===== config.mk =====
export PLATFORM = sky130hd
export DESIGN_NAME = muldiv_unit
export DESIGN_NICKNAME = d
export VERILOG_FILES = /design/src/rtl/muldiv_unit.sv
export SDC_FILE = /design/constraint.sdc
export NUM_CORES = 1
export LEC_CHECK = 0
export CORE_ASPECT_RATIO = 0.8
export CORE_UTILIZATION = 35
export CTS_CLUSTER_SIZE = 25
export DETAILED_ROUTE_END_ITERATION = 16
export GPL_ROUTABILITY_DRIVEN = 0
export PLACE_DENSITY_LB_ADDON = 0.2
export SETUP_SLACK_MARGIN = 0.02
export SYNTH_ARGS = -nofsm -noshare
export SYNTH_HDL_FRONTEND = slang
export SYNTH_SLANG_ARGS = --single-unit

===== constraint.sdc =====
create_clock -name clk -period 17.83 [get_ports clk]
set_clock_uncertainty 0.2 [all_clocks]
set_input_delay 3.566 -clock clk [delete_from_list [all_inputs] [get_ports clk]]
set_output_delay 3.566 -clock clk [all_outputs]
set_load 0.01 [all_outputs]

===== src/rtl/muldiv_unit.sv =====
// ============================================================================
// muldiv_unit : iterative RV M-extension multiply/divide unit (MULDIV_FAST_MUL_EN
//               selects a single-cycle multiplier). Revision 1.0
// ============================================================================
`default_nettype none

module muldiv_unit #(
   parameter int XLEN = 32
) (
   input  logic            clk,
   input  logic            rst_n,
   input  logic            in_valid,
   output logic            in_ready,
   input  logic [2:0]      func3,
   input  logic [XLEN-1:0] op_a,
   input  logic [XLEN-1:0] op_b,
   output logic            out_valid,
   input  logic            out_ready,
   output logic [XLEN-1:0] result,
   output logic            busy
);

   localparam int            CW        = $clog2(XLEN) + 1;
   localparam logic [CW-1:0] LAST_ITER = CW'(XLEN - 1);
   localparam logic [XLEN-1:0] ALL_ONES = {XLEN{1'b1}};
   localparam logic [XLEN-1:0] MIN_NEG  = {1'b1, {(XLEN-1){1'b0}}};

   typedef enum logic [1:0] {
      IDLE = 2'd0,
      MUL  = 2'd1,
      DIV  = 2'd2,
      DONE = 2'd3
   } state_t;

   state_t              state_q, state_d;
   logic [2:0]          func_q, func_d;
   logic [CW-1:0]       cnt_q, cnt_d;
   logic [2*XLEN-1:0]   acc_q, acc_d;
   logic [XLEN-1:0]     opnd_q, opnd_d;
   logic                neg_q, neg_d;
   logic                rneg_q, rneg_d;
   logic [XLEN-1:0]     result_q, result_d;

   // Operand conditioning at accept: signed operands are reduced to magnitudes
   logic            w_a_signed, w_b_signed, w_a_sgn, w_b_sgn;
   logic [XLEN-1:0] w_a_mag, w_b_mag;

   assign w_a_signed = func3[2] ? ~func3[0] : ((func3[1:0] == 2'b01) || (func3[1:0] == 2'b10));
   assign w_b_signed = func3[2] ? ~func3[0] : (func3[1:0] == 2'b01);
   assign w_a_sgn    = w_a_signed & op_a[XLEN-1];
   assign w_b_sgn    = w_b_signed & op_b[XLEN-1];
   assign w_a_mag    = w_a_sgn ? -op_a : op_a;
   assign w_b_mag    = w_b_sgn ? -op_b : op_b;

   // Shift-add multiply: acc holds {partial high, remaining multiplier bits}
   logic [XLEN:0]     w_mul_sum;
   logic [2*XLEN-1:0] w_mul_next, w_mul_fin;
   logic [XLEN-1:0]   w_mul_res;

   assign w_mul_sum  = {1'b0, acc_q[2*XLEN-1:XLEN]} +
                       (acc_q[0] ? {1'b0, opnd_q} : {(XLEN+1){1'b0}});
   assign w_mul_next = {w_mul_sum, acc_q[XLEN-1:1]};
   assign w_mul_fin  = neg_q ? -w_mul_next : w_mul_next;
   assign w_mul_res  = (func_q[1:0] == 2'b00) ? w_mul_fin[XLEN-1:0] : w_mul_fin[2*XLEN-1:XLEN];

   // Restoring divide: acc holds {partial remainder, dividend/quotient bits}
   logic [XLEN:0]   w_div_shift, w_div_trial;
   logic            w_div_ok;
   logic [XLEN-1:0] w_rem_next, w_quo_next, w_rem_fin, w_quo_fin;

   assign w_div_shift = {acc_q[2*XLEN-1:XLEN], acc_q[XLEN-1]};
   assign w_div_trial = w_div_shift - {1'b0, opnd_q};
   assign w_div_ok    = ~w_div_trial[XLEN];
   assign w_rem_next  = w_div_ok ? w_div_trial[XLEN-1:0] : w_div_shift[XLEN-1:0];
   assign w_quo_next  = {acc_q[XLEN-2:0], w_div_ok};
   assign w_rem_fin   = rneg_q ? -w_rem_next : w_rem_next;
   assign w_quo_fin   = neg_q ? -w_quo_next : w_quo_next;

`ifdef MULDIV_FAST_MUL_EN
   logic [2*XLEN-1:0] w_fast_raw, w_fast_prod;
   logic [XLEN-1:0]   w_fast_res;

   assign w_fast_raw  = {{XLEN{1'b0}}, w_a_mag} * {{XLEN{1'b0}}, w_b_mag};
   assign w_fast_prod = (w_a_sgn ^ w_b_sgn) ? -w_fast_raw : w_fast_raw;
   assign w_fast_res  = (func3[1:0] == 2'b00) ? w_fast_prod[XLEN-1:0] : w_fast_prod[2*XLEN-1:XLEN];
`endif

   always_comb begin
      state_d  = state_q;
      func_d   = func_q;
      cnt_d    = cnt_q;
      acc_d    = acc_q;
      opnd_d   = opnd_q;
      neg_d    = neg_q;
      rneg_d   = rneg_q;
      result_d = result_q;
      unique case (state_q)
         IDLE: begin
            if (in_valid) begin
               func_d = func3;
               cnt_d  = '0;
               neg_d  = w_a_sgn ^ w_b_sgn;
               rneg_d = w_a_sgn;
               if (func3[2]) begin
                  if (op_b == '0) begin
                     result_d = func3[1] ? op_a : ALL_ONES;
                     state_d  = DONE;
                  end else if (!func3[0] && (op_a == MIN_NEG) && (op_b == ALL_ONES)) begin
                     result_d = func3[1] ? '0 : op_a;
                     state_d  = DONE;
                  end else begin
                     acc_d   = {{XLEN{1'b0}}, w_a_mag};
                     opnd_d  = w_b_mag;
                     state_d = DIV;
                  end
               end else begin
`ifdef MULDIV_FAST_MUL_EN
                  result_d = w_fast_res;
                  state_d  = DONE;
`else
                  acc_d   = {{XLEN{1'b0}}, w_b_mag};
                  opnd_d  = w_a_mag;
                  state_d = MUL;
`endif
               end
            end
         end
         MUL: begin
            acc_d = w_mul_next;
            cnt_d = cnt_q + CW'(1);
            if (cnt_q == LAST_ITER) begin
               result_d = w_mul_res;
               state_d  = DONE;
            end
         end
         DIV: begin
            acc_d = {w_rem_next, w_quo_next};
            cnt_d = cnt_q + CW'(1);
            if (cnt_q == LAST_ITER) begin
               result_d = func_q[1] ? w_rem_fin : w_quo_fin;
               state_d  = DONE;
            end
         end
         DONE: begin
            if (out_ready) begin
               state_d = IDLE;
            end
         end
         default: state_d = IDLE;
      endcase
   end

   always_ff @(posedge clk or negedge rst_n) begin
      if (!rst_n) begin
         state_q  <= IDLE;
         func_q   <= '0;
         cnt_q    <= '0;
         acc_q    <= '0;
         opnd_q   <= '0;
         neg_q    <= 1'b0;
         rneg_q   <= 1'b0;
         result_q <= '0;
      end else begin
         state_q  <= state_d;
         func_q   <= func_d;
         cnt_q    <= cnt_d;
         acc_q    <= acc_d;
         opnd_q   <= opnd_d;
         neg_q    <= neg_d;
         rneg_q   <= rneg_d;
         result_q <= result_d;
      end
   end

   assign in_ready  = (state_q == IDLE);
   assign out_valid = (state_q == DONE);
   assign busy      = (state_q != IDLE);
   assign result    = result_q;

endmodule

`default_nettype wire


==> out/metrics.yaml <==
synth.area.top_cells: "dfrtp_1 (20%), o21ai_0 (7.3%), nand2_1 (6.7%), a21oi_1 (5.8%), ha_1 (5.3%)"
cap_violations: 0
path_clk_slew_ps: 70
cts_max_level: 4
cp.arrival_ps: 8520
clock_tree.buffer_depth: 2
place_inst: 3133
cts_tree: "done"
drv_slew: 0
grt-ovfl-total: 0
cts_resized: 0
port_buffers: 105
slew_headroom: 0.203
critPathSlowestCell: "buf_4"
max_stage_delay_ps: 700
synth_cell_types: 101
end_kind: "flop"
die_w_um: 254
grt_pass1_vias: 17800
leakagePower_nw: 7.89
rsz0062_at_grt: "no"
hold_viol: 0
cts-hold-fix-buffers: 0
routed_wirelength_um: 76500
yosysWarnings: 0
yosysTopAreaCellShare: 0.197
synth_edf_count: 0
cp_cell_sequence: "clkdlybuf4s50_1 -> or3_1 -> or4_1 -> nor2_1 -> and4b_1 -> and4b_1 -> buf_4 -> o21ai_0 -> a21oi_1 -> or2_4 -> buf_4 -> inv_1 -> nand2_1 -> o21ai_0"
status: "finished clean"
cellPowerDensity_mw_per_mm2: 208
synth_area_sq_mm: 0.0178
place_hpwl_um: 59100
track_usage: 0.291
grt_pass1_wl_um: 113000
hp-class: "flop to flop"
worst_pin_slew_ps: 1170
layout_min_cycle_time_ps: 8400
startpoint_type: "input pin"
initial_core_util: 0.356
drtIter0Drc: 2582
area_growth_syn_to_layout_pct: 11.5
finish.instance_area_sq_mm: 0.0198
seq_area_frac_synth: 0.197
vias: 19700
antenna_found_initial: 2
drcViolationCount: 0
syn_avg_cell_area_sq_um: 7.08
synth_ff_type: "dfrtp_1"
io_pins: 106
antenna_left: 0
wl_per_cell_um: 24.2
worstSetupPathType: "input pin to flop"
post-cts-setup-buffer-count: 0
ir_worst_vdd_mv: 0.0834
die_h_um: 204
timing.final.crit_share: 0.471
grt_max_degree: 122
cts_root_buf: "clkbuf_16"
synthArstFlopShare: 1.00
p_total_mw: 4.13
syn-num-nets: 2659
synthCells: 2510
finalSetupViolCount: 0
floorplan.rows: 73
clk_latency_ps: 460
ys_ff_latch: 140
crit_required_ps: 17950
cts_buffers: 17
fmax_ghz: 0.119
coreArea_sq_mm: 0.0500
crit_path_max_fanout: 70
cts_sinks: 140
dpl-instance-area_sq_mm: 0.0192
setup_tns_ps: 0
nets: 2626
post_drt_via_cell_ratio: 6.21
drtPass1Iterations: 7
yosys.area.top_type: "dfrtp_1"
instances_no_fill: 3166
die_area_sq_mm: 0.0517
drive_gt1_frac: 0.0510
## layer usage
layer	GRT usage	part of all wire	vias up
met4	0.0772	0.027	2
met5	0	0.00017	-
li1	-	-	9091
met1	0.431	0.46	9415
met2	0.403	0.40	1058
met3	0.0819	0.11	102
## layout make-up
type,instances,area [sq um]
sequential,140,3500
fill,5298,30100
antenna,1,2.50
multi-input combinational,2113,13300
clock buffer,20,447
clock inverter,12,185
inverter,71,267
timing repair buffer,134,1270
tap,675,845
## power breakdown
group,leakage [nW],internal [mW],switching [mW]
logic,5.82,1.04,2.01
clock network,0.294,0.240,0.166
registers,1.78,0.457,0.215
total,7.89,1.73,2.39
## worst paths after layout
path | from | endpoint | slack [ps] | cells past startpoint
min in group asynchronous | rst_n | acc_q[54] | 2960 | 1
worst min-delay path | opnd_q[12] | opnd_q[12] | 280 | 2
max in group asynchronous | rst_n | neg_q | 12960 | 2
worst min register to register | opnd_q[12] | opnd_q[12] | 280 | 2
worst max-delay path | op_b[2] | acc_q[59] | 9430 | 14
worst max register to register | acc_q[31] | result[24] | 10340 | 24
## flip-flops by register name (all words and copies together) (netlist names)
name	flops
result	32
neg_q	1
cnt_q	6
opnd_q	32
state_q	2
func_q	2
acc_q	64
rneg_q	1
## cells in the mapped netlist (9+ instances only)
library cell / n
xor2_1: 97
inv_1: 68
or2_2: 12
a22o_1: 27
nor2_1: 252
nand2b_1: 12
xnor2_1: 104
clkbuf_1: 156
o21a_1: 15
o31ai_1: 43
a211oi_1: 22
mux2_2: 9
o21ai_1: 23
buf_1: 13
and3_1: 21
a21oi_1: 205
nor3_1: 51
and2_1: 29
nor4_1: 23
a22oi_1: 58
a31oi_1: 26
maj3_1: 29
a211o_1: 10
mux2i_1: 18
nand2_1: 316
ha_1: 76
nand3_1: 40
o41ai_1: 10
o21ai_0: 260
nand4_1: 21
buf_2: 12
or3_1: 51
o211ai_1: 38
dfrtp_1: 140
a21o_1: 28
## worst max-delay path, delay by kind of cell
| family | cells | cell delay, ps |
|---|---|---|
| AO/OA/AOI/OAI | 3 | 530 |
| buffers and inverters | 4 | 1830 |
| AND/OR/NAND/NOR | 7 | 2520 |
## metrics by stage
stage	setup WS (ps)	hold WS, ps	util
finish	9430	283	0.397
global route	9160	310	0.397
CTS	9540	289	0.397
detailed placement	9090	267	0.384
global placement	9180	267	0.384
floorplan	10890	250	-
## cells in the final DEF, fill, tap and decap left out, types with 28 or more instances in the layout
cell             count
o31ai_1             43
maj3_1              29
and2_1              29
buf_4               30
ha_1                73
nor3_1              51
nand2_1            316
inv_1               68
a21o_1              28
a21oi_1            205
xnor2_1            104
a22oi_1             58
o21ai_0            260
o211ai_1            38
or3_1               51
clkdlybuf4s50_1    103
xor2_1              97
nor2_1             250
nand3_1             39
dfrtp_1            139
## cells by family after synthesis
| logic type | synth area share |
|---|---|
| flip-flops | 0.197 |
| XOR/XNOR | 0.0990 |
| AO/OA/AOI/OAI | 0.322 |
| AND/OR/NAND/NOR | 0.238 |
| multiplexers | 0.0158 |
| buffers and inverters | 0.0566 |
| adder cells (fa/ha/maj) | 0.0721 |
Power figures use the tool's default switching activity.
